### src/rtl/zoom_pkg.sv
// Shared definitions for the zoom copy sequencer: mode encodings,
// destination geometry helpers and the sequencer state enum.
package zoom_pkg;

    localparam logic [1:0] ZOOM_X2   = 2'b00;
    localparam logic [1:0] ZOOM_HALF = 2'b01;
    localparam logic [1:0] ZOOM_1X   = 2'b10;

    typedef enum logic [2:0] {
        IDLE,
        ISSUE,
        DRAIN,
        FIN,
        WAIT_VB
    } state_t;

    // Destination width for a zoom mode given the source width
    function automatic int dest_w(input logic [1:0] mode, input int src_w);
        case (mode)
            ZOOM_X2:   return 2 * src_w;
            ZOOM_HALF: return src_w / 2;
            default:   return src_w;
        endcase
    endfunction

    // Destination height for a zoom mode given the source height
    function automatic int dest_h(input logic [1:0] mode, input int src_h);
        case (mode)
            ZOOM_X2:   return 2 * src_h;
            ZOOM_HALF: return src_h / 2;
            default:   return src_h;
        endcase
    endfunction

endpackage

### src/rtl/zoom_addr_gen.sv
// Address generator: walks destination pixels in raster order and keeps
// the nearest-neighbour source address with row-base accumulators, so no
// multiplier sits in the per-pixel loop. Outputs are the addresses of the
// pixel currently being presented.
module zoom_addr_gen
    import zoom_pkg::*;
#(
    parameter int SRC_W  = 160,
    parameter int SRC_H  = 120,
    parameter int ADDR_W = 19
) (
    input  logic              clk,
    input  logic              reset,
    input  logic              clear,
    input  logic              advance,
    input  logic [1:0]        mode,
    output logic [ADDR_W-1:0] src_addr,
    output logic [ADDR_W-1:0] dst_addr,
    output logic              last
);

    localparam logic [ADDR_W-1:0] ONE = ADDR_W'(1);

    logic [ADDR_W-1:0] dx;
    logic [ADDR_W-1:0] dy;
    logic [ADDR_W-1:0] row_base;
    logic [ADDR_W-1:0] dw;
    logic [ADDR_W-1:0] dh;
    logic [ADDR_W-1:0] col_step;
    logic [ADDR_W-1:0] row_step;
    logic              row_end;

    assign dw      = ADDR_W'(dest_w(mode, SRC_W));
    assign dh      = ADDR_W'(dest_h(mode, SRC_H));
    assign row_end = (dx == dw - ONE);
    assign last    = row_end && (dy == dh - ONE);

    // Per-mode source increments: x2 repeats each source pixel and row,
    // /2 skips every other one, 1:1 steps straight through.
    always_comb begin
        col_step = ONE;
        row_step = ADDR_W'(SRC_W);
        case (mode)
            ZOOM_X2: begin
                col_step = {{(ADDR_W-1){1'b0}}, dx[0]};
                row_step = dy[0] ? ADDR_W'(SRC_W) : '0;
            end
            ZOOM_HALF: begin
                col_step = ADDR_W'(2);
                row_step = ADDR_W'(2 * SRC_W);
            end
            default: begin
                col_step = ONE;
                row_step = ADDR_W'(SRC_W);
            end
        endcase
    end

    // Raster counters, source row base and linear destination counter
    always_ff @(posedge clk or posedge reset) begin
        if (reset) begin
            dx       <= '0;
            dy       <= '0;
            row_base <= '0;
            src_addr <= '0;
            dst_addr <= '0;
        end else if (clear) begin
            dx       <= '0;
            dy       <= '0;
            row_base <= '0;
            src_addr <= '0;
            dst_addr <= '0;
        end else if (advance && !last) begin
            dst_addr <= dst_addr + ONE;
            if (row_end) begin
                dx       <= '0;
                dy       <= dy + ONE;
                row_base <= row_base + row_step;
                src_addr <= row_base + row_step;
            end else begin
                dx       <= dx + ONE;
                src_addr <= src_addr + col_step;
            end
        end
    end

endmodule

### src/rtl/zoom_copy_sequencer.sv
// ROM-to-framebuffer copy sequencer for the zoom display path.
// Issues one source read per cycle, carries a valid/destination pipeline
// matching the ROM read latency, and registers the RAM write port.
// Optional: define ZOOM_COPY_VBLANK_SYNC_EN to add a vblank input; an
// accepted start then waits for vblank before issuing reads.
module zoom_copy_sequencer
    import zoom_pkg::*;
#(
    parameter int SRC_W   = 160,
    parameter int SRC_H   = 120,
    parameter int ROM_LAT = 2,
    parameter int ADDR_W  = 19,
    parameter int DATA_W  = 8
) (
    input  logic              clk,
    input  logic              reset,
    input  logic [1:0]        mode,
    input  logic              start,
`ifdef ZOOM_COPY_VBLANK_SYNC_EN
    input  logic              vblank,
`endif
    output logic [ADDR_W-1:0] rom_addr,
    input  logic [DATA_W-1:0] rom_data,
    output logic [ADDR_W-1:0] ram_wraddr,
    output logic [DATA_W-1:0] ram_data,
    output logic              ram_wren,
    output logic              busy,
    output logic              done
);

    state_t             state;
    state_t             state_next;
    logic [1:0]         mode_q;
    logic               done_q;
    logic [2:0]         drain_cnt;
    logic               issue;
    logic               last;
    logic [ADDR_W-1:0]  dst_addr;
    logic [ROM_LAT-1:0] vld_p;
    logic [ADDR_W-1:0]  wa_p [ROM_LAT];

    zoom_addr_gen #(
        .SRC_W  (SRC_W),
        .SRC_H  (SRC_H),
        .ADDR_W (ADDR_W)
    ) u_addr_gen (
        .clk      (clk),
        .reset    (reset),
        .clear    (start),
        .advance  (issue),
        .mode     (mode_q),
        .src_addr (rom_addr),
        .dst_addr (dst_addr),
        .last     (last)
    );

    // State register
    always_ff @(posedge clk or posedge reset) begin
        if (reset) state <= IDLE;
        else       state <= state_next;
    end

    // Next state and decoded controls; start wins in every state
    always_comb begin
        state_next = state;
        issue      = 1'b0;
        busy       = 1'b0;
        case (state)
            ISSUE:   busy = 1'b1;
            DRAIN:   busy = 1'b1;
            WAIT_VB: busy = 1'b1;
            default: busy = 1'b0;
        endcase
        if (start) begin
`ifdef ZOOM_COPY_VBLANK_SYNC_EN
            state_next = WAIT_VB;
`else
            state_next = ISSUE;
`endif
        end else begin
            case (state)
                IDLE: state_next = IDLE;
`ifdef ZOOM_COPY_VBLANK_SYNC_EN
                WAIT_VB: if (vblank) state_next = ISSUE;
`endif
                ISSUE: begin
                    issue = 1'b1;
                    if (last) state_next = DRAIN;
                end
                DRAIN: if (drain_cnt == 3'(ROM_LAT)) state_next = FIN;
                FIN:     state_next = IDLE;
                default: state_next = IDLE;
            endcase
        end
    end

    // Drain length counter, runs only while flushing the read pipeline
    always_ff @(posedge clk or posedge reset) begin
        if (reset)               drain_cnt <= '0;
        else if (state != DRAIN) drain_cnt <= '0;
        else                     drain_cnt <= drain_cnt + 3'd1;
    end

    // Mode latch and sticky done flag
    always_ff @(posedge clk or posedge reset) begin
        if (reset) begin
            mode_q <= ZOOM_1X;
            done_q <= 1'b0;
        end else if (start) begin
            mode_q <= mode;
            done_q <= 1'b0;
        end else if (state_next == FIN) begin
            done_q <= 1'b1;
        end
    end

    assign done = done_q;

    // Read-valid shift register; a start flushes in-flight reads
    always_ff @(posedge clk or posedge reset) begin
        if (reset) begin
            vld_p <= '0;
        end else if (start) begin
            vld_p <= '0;
        end else begin
            vld_p[0] <= issue;
            for (int i = 1; i < ROM_LAT; i++) vld_p[i] <= vld_p[i-1];
        end
    end

    // Destination address travels alongside its read
    always_ff @(posedge clk) begin
        wa_p[0] <= dst_addr;
        for (int i = 1; i < ROM_LAT; i++) wa_p[i] <= wa_p[i-1];
    end

    // RAM write port; data and address hold between writes
    always_ff @(posedge clk or posedge reset) begin
        if (reset) begin
            ram_wren   <= 1'b0;
            ram_data   <= '0;
            ram_wraddr <= '0;
        end else if (start) begin
            ram_wren <= 1'b0;
        end else begin
            ram_wren <= vld_p[ROM_LAT-1];
            if (vld_p[ROM_LAT-1]) begin
                ram_data   <= rom_data;
                ram_wraddr <= wa_p[ROM_LAT-1];
            end
        end
    end

endmodule

### config.mk
export PLATFORM = sky130hd
export DESIGN_NAME = zoom_copy_sequencer
export DESIGN_NICKNAME = d
export VERILOG_FILES = /design/src/rtl/zoom_pkg.sv /design/src/rtl/zoom_addr_gen.sv /design/src/rtl/zoom_copy_sequencer.sv
export SDC_FILE = /design/constraint.sdc
export NUM_CORES = 1
export LEC_CHECK = 0
export ABC_AREA = 0
export CAP_MARGIN = 20
export CORE_MARGIN = 10
export CORE_UTILIZATION = 63
export DETAILED_ROUTE_END_ITERATION = 8
export PLACE_DENSITY = 0.87
export REMOVE_ABC_BUFFERS = 1
export SKIP_LAST_GASP = 1
export SLEW_MARGIN = 0
export SYNTH_ARGS = -nofsm -noshare
export SYNTH_HDL_FRONTEND = slang
export SYNTH_SLANG_ARGS = --single-unit
### constraint.sdc
create_clock -name clk -period 11.93 [get_ports clk]
set_clock_uncertainty 0.1 [all_clocks]
set_input_delay 2.386 -clock clk [delete_from_list [all_inputs] [get_ports clk]]
set_output_delay 2.386 -clock clk [all_outputs]
set_load 0.05 [all_outputs]
==> metrics.yaml <==
power_and_ir_drop:
  p_leak_uw: 0.00365
  ir_worst_vdd_v: 0.0000782
  p_per_area_nw_per_um2: 139
synth:
  netlist.area_leader.share_pct: 42.0
  yosys_warnings: 0
  syn_avg_cell_area_um2: 10.4
  synth.most_common_cell: "dfrtp_1"
  ys.flop_type: "dfrtp_1"
  yosysSeqAreaShare_pct: 52.4
  synth-seq-cells: 167
  ys_types: 72
  synth_edf_count: 0
  async_flop_share_pct: 77.2
  synth_top_area_cell: "dfrtp_1"
  syn_area_um2: 7620
  synthTopCellsByCount: "dfrtp_1 (128), nand2_1 (52), a21oi_1 (48), o21ai_0 (48), nor2_1 (44)"
  postSynthCellCount: 732
  synthTopCellsByArea: "dfrtp_1 (42%), dfxtp_1 (10%), mux2_2 (4.7%)"
finish:
  final_layout_size_suffix_gt1_share_pct: 12.2
  final_util_pct: 74.9
  fin_nets: 812
  antenna_cells: 0
  multiInputGateArea_um2: 3420
  nFillCells: 796
  layout.area.seq_um2: 3990
  syn_to_final_growth_pct: 17.0
global_route:
  antenna_found_initial: 0
  grt_pass1_vias: 6167
  gr-usage-met2_pct: 38.7
  top_usage_layer: "met2"
  use_met1_pct: 27.9
  grt_pass1_wl_um: 30900
  overflow: 0
  grt_start_max_net_pins: 78
  grt_util_met3_pct: 4.83
  track_usage_pct: 22.8
route:
  wl_um: 18600
  drc_errors: 0
  antenna_left: 0
  vias_per_cell: 6.60
  via_count: 6265
  first_pass_iters: 5
  drt_iter0_drc: 701
  wl_per_cell_um: 19.6
critical_path:
  crit_path_cell_trace: "xor2_1, mux2_2, clkdlybuf4s50_1"
  cp-startpoint: "state[2]$_DFF_PP0_"
  cp.arrival_ps: 2100
  crit_slowest_cell: "clkdlybuf4s50_1"
  critPathKind: "flip-flop to output port"
  cp_slowest_stage_delay_ps: 800
  startpoint_type: "flip-flop"
  worstReg2RegEnd: "u_addr_gen.dy[13]$_DFFE_PP0N_"
  required_ps: 9440
  r2r_slack_ps: 8560
  critPathMaxFanout: 6
  critPathCapture: "busy"
  r2r_cells: 7
  r2r_start: "u_addr_gen.dy[0]$_DFFE_PP0N_"
  worstSetupEndpointType: "output port"
placement:
  portBuffers: 61
  hpwlAfterDp_um: 12200
  place_congestion: 0.879
floorplanning:
  num_io_pins: 62
  num_rows: 40
  fp.coreArea_um2: 11900
  die_w_um: 130
  die_h_um: 130
  initial_utilization_pct: 64.0
  fp.dieArea_um2: 16900
clock_tree:
  post_cts_resized: 0
  holdBufCountCts: 0
  cts_buffers: 17
  cts_setup_buffers: 0
  clk-insertion-delay-late_ps: 430
  ctsRootBufferMaster: "clkbuf_16"
  cts_tree: "done"
  htree_num_levels: 4
  clock_path_buffers: 2
  path_clk_slew_ps: 70
  cts.sinks: 167
timing:
  hold-worst-slack_ps: 224
  worst_pin_slew_ps: 968
  fin_crit_ps: 4590
  fmax_ghz: 0.218
  min_period_over_period_pct: 38.5
  tns_ps: 0
  hold_violations: 0
  rsz0062_at_grt: "no"
  slew_headroom_pct: 35.5
  drv_slew: 0
  setup_viol: 0
hold_path:
  min_path_type: "flip-flop to flip-flop"
  hold_path_depth: 0
flow_run:
  cap_violations: 0
status:
  outcome: "finished clean"
worst min-delay path by stage:
stage	from	to	slack, ps
4_1_cts	wa_p[0][14]$_DFF_P_	wa_p[1][14]$_DFF_P_	220
5_1_grt	wa_p[0][14]$_DFF_P_	wa_p[1][14]$_DFF_P_	230
3_3_place_gp	wa_p[0][6]$_DFF_P_	wa_p[1][6]$_DFF_P_	210
6_report	wa_p[0][14]$_DFF_P_	wa_p[1][14]$_DFF_P_	220
2_1_floorplan	wa_p[0][0]$_DFF_P_	wa_p[1][0]$_DFF_P_	210
3_5_place_dp	wa_p[0][5]$_DFF_P_	wa_p[1][5]$_DFF_P_	210
cells by family after synthesis:
family                   share of synthesized area (%)
other                                           0.0492
AO/OA/AOI/OAI                                     16.6
XOR/XNOR                                          3.22
AND/OR/NAND/NOR                                   18.4
buffers and inverters                             2.81
multiplexers                                      4.86
adder cells (fa/ha/maj)                           1.64
flip-flops                                        52.4
layer usage:
| layer | wire, um | vias to the layer above |
|---|---|---|
| li1 | - | 2835 |
| met2 | 9350 | 296 |
| met4 | 354 | 0 |
| met1 | 7620 | 3094 |
| met3 | 1310 | 40 |
| met5 | 0 | - |
where the power goes:
group	switching [uW]	internal, uW	leakage [uW]	total (uW)
combinational	76.6	37.8	0.00129	114
sequential	10.7	577	0.00208	588
clock	243	299	0.000285	541
total	330	914	0.00365	1240
critical path, delay by kind of cell, from the launching register on:
family	cells	cell delay, ps
buffers and inverters	1	800
DFF	1	490
xor gates and xnor gates	1	190
muxes	1	180
cells in the final DEF, fill, tap and decap left out, drive strengths merged, types with 17 or more instances in the layout:
| master | netlist | layout |
|---|---|---|
| a21oi | 48 | 48 |
| clkbuf | 16 | 18 |
| clkdlybuf4s50 | 0 | 60 |
| dfrtp | 128 | 128 |
| dfxtp | 38 | 38 |
| inv | 19 | 25 |
| mux2 | 32 | 32 |
| nand2 | 52 | 52 |
| nand3 | 32 | 32 |
| nor2 | 44 | 44 |
| o21ai | 50 | 50 |
| o31ai | 18 | 18 |
| or4 | 17 | 17 |
| xnor2 | 19 | 19 |
stage by stage:
step / power [uW] / setup slack (ps) / area [um2] / instances
floorplan: 670 / 6000 / 7480 / 701
global placement: 709 / 7200 / 8330 / 916
detailed placement: 714 / 7020 / 8340 / 917
CTS: 1250 / 7330 / 8920 / 949
global route: 1280 / 7280 / 8920 / 949
finish: 1240 / 7340 / 8920 / 949
sequential cells by signal, summed over array words and instances, names as in the netlist:
| register | count |
|---|---|
| done | 1 |
| drain_cnt | 3 |
| mode_q | 2 |
| ram_data | 8 |
| ram_wraddr | 19 |
| ram_wren | 1 |
| state | 3 |
| u_addr_gen.dst_addr | 19 |
| u_addr_gen.dx | 19 |
| u_addr_gen.dy | 19 |
| u_addr_gen.row_base | 14 |
| u_addr_gen.src_addr | 19 |
| vld_p | 2 |
| wa_p | 38 |
cell type report:
type                            instances  share of cell area, %
Tap cell                              147                   2.06
Clock inverter                         14                   1.57
Inverter                               19                  0.828
Timing Repair Buffer                   69                   7.50
Sequential cell                       167                   44.7
Multi-Input combinational cell        515                   38.4
Clock buffer                           18                   4.92
No activity file was read; power rests on OpenSTA's default activity.
